File: src/rtl/counter_ctrl_if.sv
// Command bus from counter_ctrl to the downstream 4-bit up/down counter.
interface counter_ctrl_if #(
  parameter int unsigned WIDTH = 4
);
  logic             load;
  logic [WIDTH-1:0] d_in;
  logic             up_down;
  logic             enable;
  logic             running;

  // Driven by the control stage
  modport master (
    output load,
    output d_in,
    output up_down,
    output enable,
    output running
  );

  // Consumed by the counter
  modport slave (
    input load,
    input d_in,
    input up_down,
    input enable,
    input running
  );
endinterface

File: src/rtl/counter_ctrl.sv
// Button/switch front end for the up/down counter: synchronise, debounce,
// edge-detect, then drive load/enable/direction through a run/stop FSM.
module counter_ctrl #(
  parameter int unsigned WIDTH           = 4,
  parameter int unsigned DEBOUNCE_CYCLES = 4,
  parameter int unsigned TICK_DIV        = 8
) (
  input  logic             clk,
  input  logic             rst,
  input  logic             btn_run,
  input  logic             btn_dir,
  input  logic             btn_load,
  input  logic [WIDTH-1:0] sw,
  counter_ctrl_if.master   bus
);

  localparam int unsigned NBTN     = 3;
  localparam int unsigned BTN_RUN  = 0;
  localparam int unsigned BTN_DIR  = 1;
  localparam int unsigned BTN_LOAD = 2;
  localparam int unsigned DB_W     = $clog2(DEBOUNCE_CYCLES);
  localparam int unsigned PS_W     = $clog2(TICK_DIV);

  localparam logic [DB_W-1:0] DB_LAST = DB_W'(DEBOUNCE_CYCLES - 1);
  localparam logic [PS_W-1:0] PS_LAST = PS_W'(TICK_DIV - 1);

  typedef enum logic [1:0] {
    ST_STOP = 2'd0,
    ST_RUN  = 2'd1,
    ST_LOAD = 2'd2
  } state_t;

  logic [NBTN-1:0]  w_btn_raw;
  logic [NBTN-1:0]  r_btn_s1;
  logic [NBTN-1:0]  r_btn_s2;
  logic [NBTN-1:0]  r_btn_db;
  logic [NBTN-1:0]  r_btn_db_d;
  logic [DB_W-1:0]  r_db_cnt [NBTN];
  logic [WIDTH-1:0] r_sw_s1;
  logic [WIDTH-1:0] r_sw_s2;
  logic [NBTN-1:0]  w_press;
  logic             w_press_run;
  logic             w_press_dir;
  logic             w_press_load;

  state_t           r_state;
  logic [PS_W-1:0]  r_presc;
  logic             r_load;
  logic [WIDTH-1:0] r_d_in;
  logic             r_up_down;
  logic             r_enable;
  logic             r_running;

  assign w_btn_raw    = {btn_load, btn_dir, btn_run};
  // One-cycle press on the rising edge of each debounced level
  assign w_press      = r_btn_db & ~r_btn_db_d;
  assign w_press_run  = w_press[BTN_RUN];
  assign w_press_dir  = w_press[BTN_DIR];
  assign w_press_load = w_press[BTN_LOAD];

  // Two-flop synchronisers for the buttons and the switch bank
  always_ff @(posedge clk) begin
    if (rst) begin
      r_btn_s1 <= '0;
      r_btn_s2 <= '0;
      r_sw_s1  <= '0;
      r_sw_s2  <= '0;
    end else begin
      r_btn_s1 <= w_btn_raw;
      r_btn_s2 <= r_btn_s1;
      r_sw_s1  <= sw;
      r_sw_s2  <= r_sw_s1;
    end
  end

  // Debounce: accept a new level after DEBOUNCE_CYCLES consecutive differing samples
  always_ff @(posedge clk) begin
    if (rst) begin
      r_btn_db   <= '0;
      r_btn_db_d <= '0;
      for (int unsigned i = 0; i < NBTN; i++) begin
        r_db_cnt[i] <= '0;
      end
    end else begin
      r_btn_db_d <= r_btn_db;
      for (int unsigned i = 0; i < NBTN; i++) begin
        if (r_btn_s2[i] == r_btn_db[i]) begin
          r_db_cnt[i] <= '0;
        end else if (r_db_cnt[i] == DB_LAST) begin
          r_db_cnt[i] <= '0;
          r_btn_db[i] <= r_btn_s2[i];
        end else begin
          r_db_cnt[i] <= r_db_cnt[i] + DB_W'(1);
        end
      end
    end
  end

  // Run/stop/load FSM with prescaler and registered counter commands
  always_ff @(posedge clk) begin
    if (rst) begin
      r_state   <= ST_STOP;
      r_presc   <= '0;
      r_load    <= 1'b0;
      r_d_in    <= '0;
      r_up_down <= 1'b1;
      r_enable  <= 1'b0;
      r_running <= 1'b0;
    end else begin
      r_load    <= 1'b0;
      r_enable  <= 1'b0;
      r_running <= 1'b0;

      if (w_press_dir) begin
        r_up_down <= ~r_up_down;
      end

      // A load press overrides everything, including a simultaneous run press
      if (w_press_load) begin
        r_state <= ST_LOAD;
        r_load  <= 1'b1;
        r_d_in  <= r_sw_s2;
      end else begin
        case (r_state)
          ST_STOP: begin
            if (w_press_run) begin
              r_state   <= ST_RUN;
              r_presc   <= '0;
              r_running <= 1'b1;
            end
          end
          ST_RUN: begin
            if (w_press_run) begin
              r_state <= ST_STOP;
            end else begin
              r_running <= 1'b1;
              r_enable  <= (r_presc == PS_LAST);
              r_presc   <= (r_presc == PS_LAST) ? '0 : r_presc + PS_W'(1);
            end
          end
          ST_LOAD: begin
            r_state <= ST_STOP;
          end
          default: begin
            r_state <= ST_STOP;
          end
        endcase
      end
    end
  end

  assign bus.load    = r_load;
  assign bus.d_in    = r_d_in;
  assign bus.up_down = r_up_down;
  assign bus.enable  = r_enable;
  assign bus.running = r_running;

endmodule

File: src/flat_wrapper.sv
// flat-port wrapper written by rule: the top's interface ports become plain ports
module counter_ctrl_flat 
#(
  parameter int unsigned WIDTH           = 4,
  parameter int unsigned DEBOUNCE_CYCLES = 4,
  parameter int unsigned TICK_DIV        = 8
)
  (clk, rst, btn_run, btn_dir, btn_load, sw, bus_load, bus_d_in, bus_up_down, bus_enable, bus_running);
  counter_ctrl_if #(.WIDTH(WIDTH)) bus_i ();
  input  logic clk;
  input  logic rst;
  input  logic btn_run;
  input  logic btn_dir;
  input  logic btn_load;
  input  logic [WIDTH-1:0] sw;
  output wire logic [$bits(bus_i.load)-1:0] bus_load;
  output wire logic [$bits(bus_i.d_in)-1:0] bus_d_in;
  output wire logic [$bits(bus_i.up_down)-1:0] bus_up_down;
  output wire logic [$bits(bus_i.enable)-1:0] bus_enable;
  output wire logic [$bits(bus_i.running)-1:0] bus_running;
  assign bus_load = bus_i.load;
  assign bus_d_in = bus_i.d_in;
  assign bus_up_down = bus_i.up_down;
  assign bus_enable = bus_i.enable;
  assign bus_running = bus_i.running;
  counter_ctrl #(.WIDTH(WIDTH), .DEBOUNCE_CYCLES(DEBOUNCE_CYCLES), .TICK_DIV(TICK_DIV)) u_core (.clk(clk), .rst(rst), .btn_run(btn_run), .btn_dir(btn_dir), .btn_load(btn_load), .sw(sw), .bus(bus_i));
endmodule
File: config.mk
export PLATFORM = sky130hd
export DESIGN_NAME = counter_ctrl_flat
export DESIGN_NICKNAME = d
export VERILOG_FILES = /design/src/rtl/counter_ctrl_if.sv /design/src/rtl/counter_ctrl.sv /design/src/flat_wrapper.sv
export SDC_FILE = /design/constraint.sdc
export NUM_CORES = 1
export LEC_CHECK = 0
export ABC_AREA = 1
export CAP_MARGIN = 40
export CORE_AREA = 2 2 79 81
export CTS_CLUSTER_DIAMETER = 40
export DETAILED_ROUTE_END_ITERATION = 16
export DIE_AREA = 0 0 81 83
export GPL_TIMING_DRIVEN = 0
export PLACE_DENSITY_LB_ADDON = 0.15
export SLEW_MARGIN = 20
export SYNTH_ARGS = -nofsm -noshare
export SYNTH_HDL_FRONTEND = slang
export SYNTH_SLANG_ARGS = --single-unit
File: constraint.sdc
create_clock -name clk -period 1.52 [get_ports clk]
set_input_delay 0.228 -clock clk [delete_from_list [all_inputs] [get_ports clk]]
set_output_delay 0.228 -clock clk [all_outputs]
set_load 0.02 [all_outputs]
==> results of run 1 <==
## cell usage in the layout, fill, tap and decap left out
| master | n |
|---|---|
| dfxtp_1 | 33 |
| nor2_1 | 32 |
| inv_1 | 31 |
| nand2_1 | 16 |
| clkdlybuf4s50_1 | 16 |
| nand3_1 | 9 |
| edfxtp_1 | 6 |
| conb_1 | 6 |
| a21oi_1 | 5 |
| ha_1 | 5 |
| clkbuf_8 | 5 |
| inv_2 | 3 |
| nand2_2 | 3 |
| clkbuf_1 | 2 |
| xor2_1 | 2 |
| o21ai_1 | 2 |
| nor2_4 | 2 |
| nor3_1 | 2 |
| o21ai_0 | 2 |
| nor2_2 | 2 |
| o211ai_1 | 1 |
| buf_4 | 1 |
| nand3b_1 | 1 |
| nand2_4 | 1 |
| buf_2 | 1 |
| clkbuf_16 | 1 |
| bufinv_16 | 1 |
## state kept, by name, indices dropped and copies added, names as in the netlist
name	cells
u_core.r_db_cnt	6
u_core.bus.d_in	4
u_core.r_sw_s1	4
u_core.r_sw_s2	4
u_core.r_btn_db	3
u_core.r_btn_db_d	3
u_core.r_btn_s1	3
u_core.r_btn_s2	3
u_core.r_presc	3
u_core.r_state	2
u_core.bus.enable	1
u_core.bus.load	1
u_core.bus.running	1
u_core.bus.up_down	1
## final timing paths
path                                      endpoint  slack, ns
worst max-delay path                   bus_up_down       0.05
worst max register to register   u_core.r_presc[2]       0.32
worst min register to register  u_core.r_btn_s2[1]       0.40
worst min-delay path            u_core.r_btn_s2[1]       0.40
## logic make-up after synthesis
kind of cell	Yosys count	share of synthesized area, %
simple gates	68	21.5
flops	39	58.8
buf+inv	37	10.1
compound gates	10	3.68
fa+ha+maj	5	4.38
xor+xnor	2	1.23
other cells	1	0.262
## power by group
group / internal [uW] / leakage, uW / switching [uW] / total [uW]
sequential: 1090 / 0.000332 / 20.5 / 1110
combinational: 67.4 / 0.000429 / 86.8 / 154
clock: 590 / 0.0000636 / 348 / 938
total: 1750 / 0.000824 / 455 / 2200
## through the flow
| stage | instances | hold slack [ns] |
|---|---|---|
| after floorplan | 167 | 0.335 |
| after global placement | 258 | 0.391 |
| after detailed placement | 258 | 0.393 |
| after CTS | 266 | 0.399 |
| after global routing | 266 | 0.426 |
| final | 266 | 0.402 |
## cell type report
| cell class | instances | area, um^2 | area share, % |
|---|---|---|---|
| flip-flops and latches | 39 | 841 | 46.0 |
| multi-input cells | 91 | 463 | 25.3 |
| repair buffers | 16 | 160 | 8.76 |
| inverters | 34 | 128 | 6.98 |
| clock buffers | 7 | 97.6 | 5.34 |
| well taps | 75 | 93.8 | 5.13 |
| clock inverters | 1 | 30.0 | 1.64 |
| plain buffers | 3 | 16.3 | 0.889 |
## per-layer routing
| layer | share of wire, % | vias up | global-route usage [%] | wire length, um |
|---|---|---|---|---|
| li1 | - | 533 | - | - |
| met1 | 51 | 418 | 9.69 | 1160 |
| met2 | 43 | 17 | 11.1 | 979 |
| met3 | 4.5 | 4 | 3.26 | 101 |
| met4 | 0.93 | 0 | 3.24 | 21 |
| met5 | 0 | - | 0 | 0 |
==> flow_summary.toml, run 1 <==
[status]
status = "finished clean"

[setup_path]
cpMaxStageDelayCell = "clkdlybuf4s50_1"
crit_buf_inv = 1
worst_path_largest_cell_delay_ns = 0.61
path_delay_family = "buffers and inverters"
cp-startpoint = "u_core.bus.up_down"
worstRegToRegCells = 6
cp_num_cells = 1
worst_ep_required_time_ns = 1.29
end_kind = "output port"
start_kind = "flip-flop"
rr_startpoint = "u_core.r_presc[0]"
path_cells = "clkdlybuf4s50_1"
cp.arrival_ns = 1.24
cp_max_fo = 3
path_class = "flip-flop to output port"

[synthesis]
seq_area_frac_synth_pct = 58.8
synthesis.area_um2 = 1430
yosys_warnings = 0
yosysMostFrequentCell = "dfxtp_1"
yosysTopAreaCellShare_pct = 46.2
synthCells = 162
synth_top_cell_by_area = "dfxtp_1"
synth_cell_type_count = 23
yosys-top-cells-count = "dfxtp_1, nor2_1, inv_1"
ys_ff_latch = 39
syn_area_per_cell_um2 = 8.82
async_reset_ff_share_pct = 0
synth_top_flop_cell = "dfxtp_1"
synth_edf_count = 6
synthTopCellsByArea = "dfxtp_1, edfxtp_1, nor2_1, inv_1, ha_1"

[die]
die_x_um = 81
core_um2 = 5820
io_pins = 17
start_util_pct = 24.6
rows = 28
die_area_um2 = 6720
die_h_um = 83

[clock_tree]
cts_htree_levels = 2
clkLatencyLatePin_ns = 0.28
cts.sinks = 39
postCtsSetupBuffers = 0
cts_tree = "built"
numCtsBuffers = 5
cts_resized = 0
clk_pin_slew_ns = 0.08
cts_hold_buf = 0
cts_buffer_depth = 2
clockRootBuffer = "clkbuf_8"

[sta]
rsz0062_at_grt = "no"
skew_ns = 0.00388
min_period_ns = 1.47
hold_violations = 0
fin_crit_sh_pct = 96.7
worst_slack_ns = 0.0501
finalMaxSlewViolations = 0
max_clock_freq_ghz = 0.680
setup_viol = 0
setup-tns-final_ns = 0

[global_route]
grt_pass1_vias = 896
grt_pass1_wl_mm = 3.87
overflow = 0
grt_usage_pct = 7.61
antenna_found_initial = 0
grt_max_degree = 13

[layout]
drive_gt1_share_pct = 10.5
finalNetCount = 204
diodes = 0
fin_util_pct = 31.5
fillers = 658
design_area_um2 = 1830
syn_to_final_growth_pct = 28.0

[detailed_routing]
wire_per_inst_um = 8.51
drt_iter0_markers = 25
drt_pre_antenna_iters = 4
drt-total-wl_mm = 2.26
postRouteAntennaNets = 0
viasPerCell = 3.65
drcViolationCount = 0
vias = 972

[power]
finalPower_uw = 2200
p_leak_uw = 0.000824
power_density_nw_per_um2 = 1210
irDropWorstVdd_mv = 0.432

[worst_hold_path]
hp-class = "flip-flop to flip-flop"
min_path_cells = 2
min-delay-start = "u_core.r_btn_s1[1]"

[placed_design]
place_ws_ns = 0.125
place_hpwl_mm = 1.65
portBuffers = 16
gp_congestion = 0.663
place_area_um2 = 1700

[flow_run]
cap_violations = 0
No activity file was read; power rests on OpenSTA's default activity.
==> run 2: changes to the inputs <==
--- a/config.mk
+++ b/config.mk
@@ -12,7 +12,9 @@
 export DETAILED_ROUTE_END_ITERATION = 16
 export DIE_AREA = 0 0 81 83
 export GPL_TIMING_DRIVEN = 0
+export HOLD_SLACK_MARGIN = 0.05
 export PLACE_DENSITY_LB_ADDON = 0.15
+export SKIP_CTS_REPAIR_TIMING = 1
 export SLEW_MARGIN = 20
 export SYNTH_ARGS = -nofsm -noshare
 export SYNTH_HDL_FRONTEND = slang
==> results of run 2 <==
Final layout, timing and power as in run 1 (identical DEF).
==> run 3: changes to the inputs <==
--- a/config.mk
+++ b/config.mk
@@ -7,10 +7,11 @@
 export LEC_CHECK = 0
 export ABC_AREA = 1
 export CAP_MARGIN = 40
-export CORE_AREA = 2 2 79 81
+export CORE_AREA = 2 2 56 58
 export CTS_CLUSTER_DIAMETER = 40
 export DETAILED_ROUTE_END_ITERATION = 16
-export DIE_AREA = 0 0 81 83
+export DIE_AREA = 0 0 58 60
+export GPL_ROUTABILITY_DRIVEN = 0
 export GPL_TIMING_DRIVEN = 0
 export HOLD_SLACK_MARGIN = 0.05
 export PLACE_DENSITY_LB_ADDON = 0.15
==> run 3 against run 2 <==
  * Via count is 0.41% higher
  * Design area is 5.8% lower
  * Sequential power barely moved
  * Count of clock-buffer cells in the layout is the same
  * Setup slack improved by 0.0095 ns
  * Clock power fell by 44%
  * Critical path type unchanged
  * Highest routed layer unchanged
==> flow_summary.toml, run 3 (synthesis gave the netlist of run 1 again) <==
[status]
status = "finished clean"

[layout]
fillers = 267
largest_reg_flops = 6
regArea_um2 = 841
multi_input_area_um2 = 463
diodes = 0
final_cell_mix = "dfxtp_1, nor2_1, inv_1"
fin_util_pct = 59.4
fin_cells = 224
final_common_cell = "dfxtp_1"
drive_gt1_share_pct = 9.95
finalNetCount = 204
syn_to_final_growth_pct = 20.6
top_register = "u_core.r_db_cnt"

[sta]
max_clock_freq_ghz = 0.685
finalMaxSlewViolations = 0
skew_ns = 0.00434
setup_viol = 0
worst_slack_ns = 0.0596
rsz0062_at_grt = "no"
hold_violations = 0
fin_crit_sh_pct = 96.1
min_period_ns = 1.46

[placed_design]
place_ws_ns = 0.178
portBuffers = 16
placed_cells = 216
place_hpwl_mm = 1.49

[clock_tree]
cts_buffer_depth = 2
clk_pin_slew_ns = 0.11
cts_tree = "built"
numCtsBuffers = 5
clockRootBuffer = "clkbuf_4"
cts.sinks = 39
clkLatencyLatePin_ns = 0.33
cts_htree_levels = 2

[power]
irDropWorstVdd_mv = 0.721
power_density_nw_per_um2 = 1040
p_leak_uw = 0.000887

[setup_path]
crit_buf_inv = 1
path_cells = "clkdlybuf4s50_1"
cpMaxStageDelayCell = "clkdlybuf4s50_1"
worst_ep_required_time_ns = 1.29
cp_max_fo = 1
path_delay_family = "buffers and inverters"
worst_path_largest_cell_delay_ns = 0.59
cp.arrival_ns = 1.23
end_kind = "output port"
path_class = "flip-flop to output port"
start_kind = "flip-flop"

[detailed_routing]
vias = 976
postRouteAntennaNets = 0
wire_per_inst_um = 8.92
drt-total-wl_mm = 2.00
drcViolationCount = 0
drt_pre_antenna_iters = 4
drt_iter0_markers = 19
viasPerCell = 4.36

[global_route]
overflow = 0
grt_pass1_vias = 858
grt_max_degree = 12
grt_pass1_wl_mm = 3.46
antenna_found_initial = 0
grt_usage_pct = 13.5

[die]
io_pins = 17
start_util_pct = 49.2
rows = 20
core_um2 = 2900
die_x_um = 58
die_area_um2 = 3480
die_h_um = 60

[flow_run]
cap_violations = 0

[worst_hold_path]
hp-class = "input pin to flip-flop"
## run 3: final timing paths
| path | slack (ns) | end | cells past startpoint | start |
|---|---|---|---|---|
| worst max-delay path | 0.06 | bus_enable | 1 | u_core.bus.enable |
| worst min-delay path | 0.40 | u_core.r_btn_s1[1] | 3 | btn_dir |
| worst max register to register | 0.34 | u_core.r_presc[2] | 6 | u_core.r_presc[0] |
| worst min register to register | 0.41 | u_core.r_btn_s2[1] | 2 | u_core.r_btn_s1[1] |
## run 3: power breakdown
part | leakage [uW] | switching [uW] | internal [uW] | total (uW)
logic | 0.000522 | 84.7 | 66.8 | 151
clock network | 0.0000329 | 304 | 222 | 526
registers | 0.000332 | 20.6 | 1090 | 1110
total | 0.000887 | 410 | 1380 | 1790
## run 3: area by class of cell
type | instances | area share (%)
inverters | 34 | 7.41
clock inverters | 1 | 0.218
flip-flops and latches | 39 | 48.8
clock buffers | 7 | 3.20
repair buffers | 16 | 10.2
multi-input cells | 91 | 26.9
well taps | 33 | 2.40
plain buffers | 3 | 0.944
## run 3: metal layers
layer	global-route usage, %	wire (um)	up-vias
li1	-	-	533
met1	17.4	977	415
met2	19.5	859	21
met3	4.55	112	7
met4	7.97	48	0
met5	0	0	-
## run 3: through the flow
stage,hold slack (ns),TNS (ns),instance area (um^2),total power [uW]
2_1_floorplan,0.335,0,1450,1240
3_3_place_gp,0.392,0,1650,1280
3_5_place_dp,0.393,0,1650,1290
4_1_cts,0.392,-0.0472,1710,1810
5_1_grt,0.390,0,1720,1890
6_report,0.401,0,1720,1790
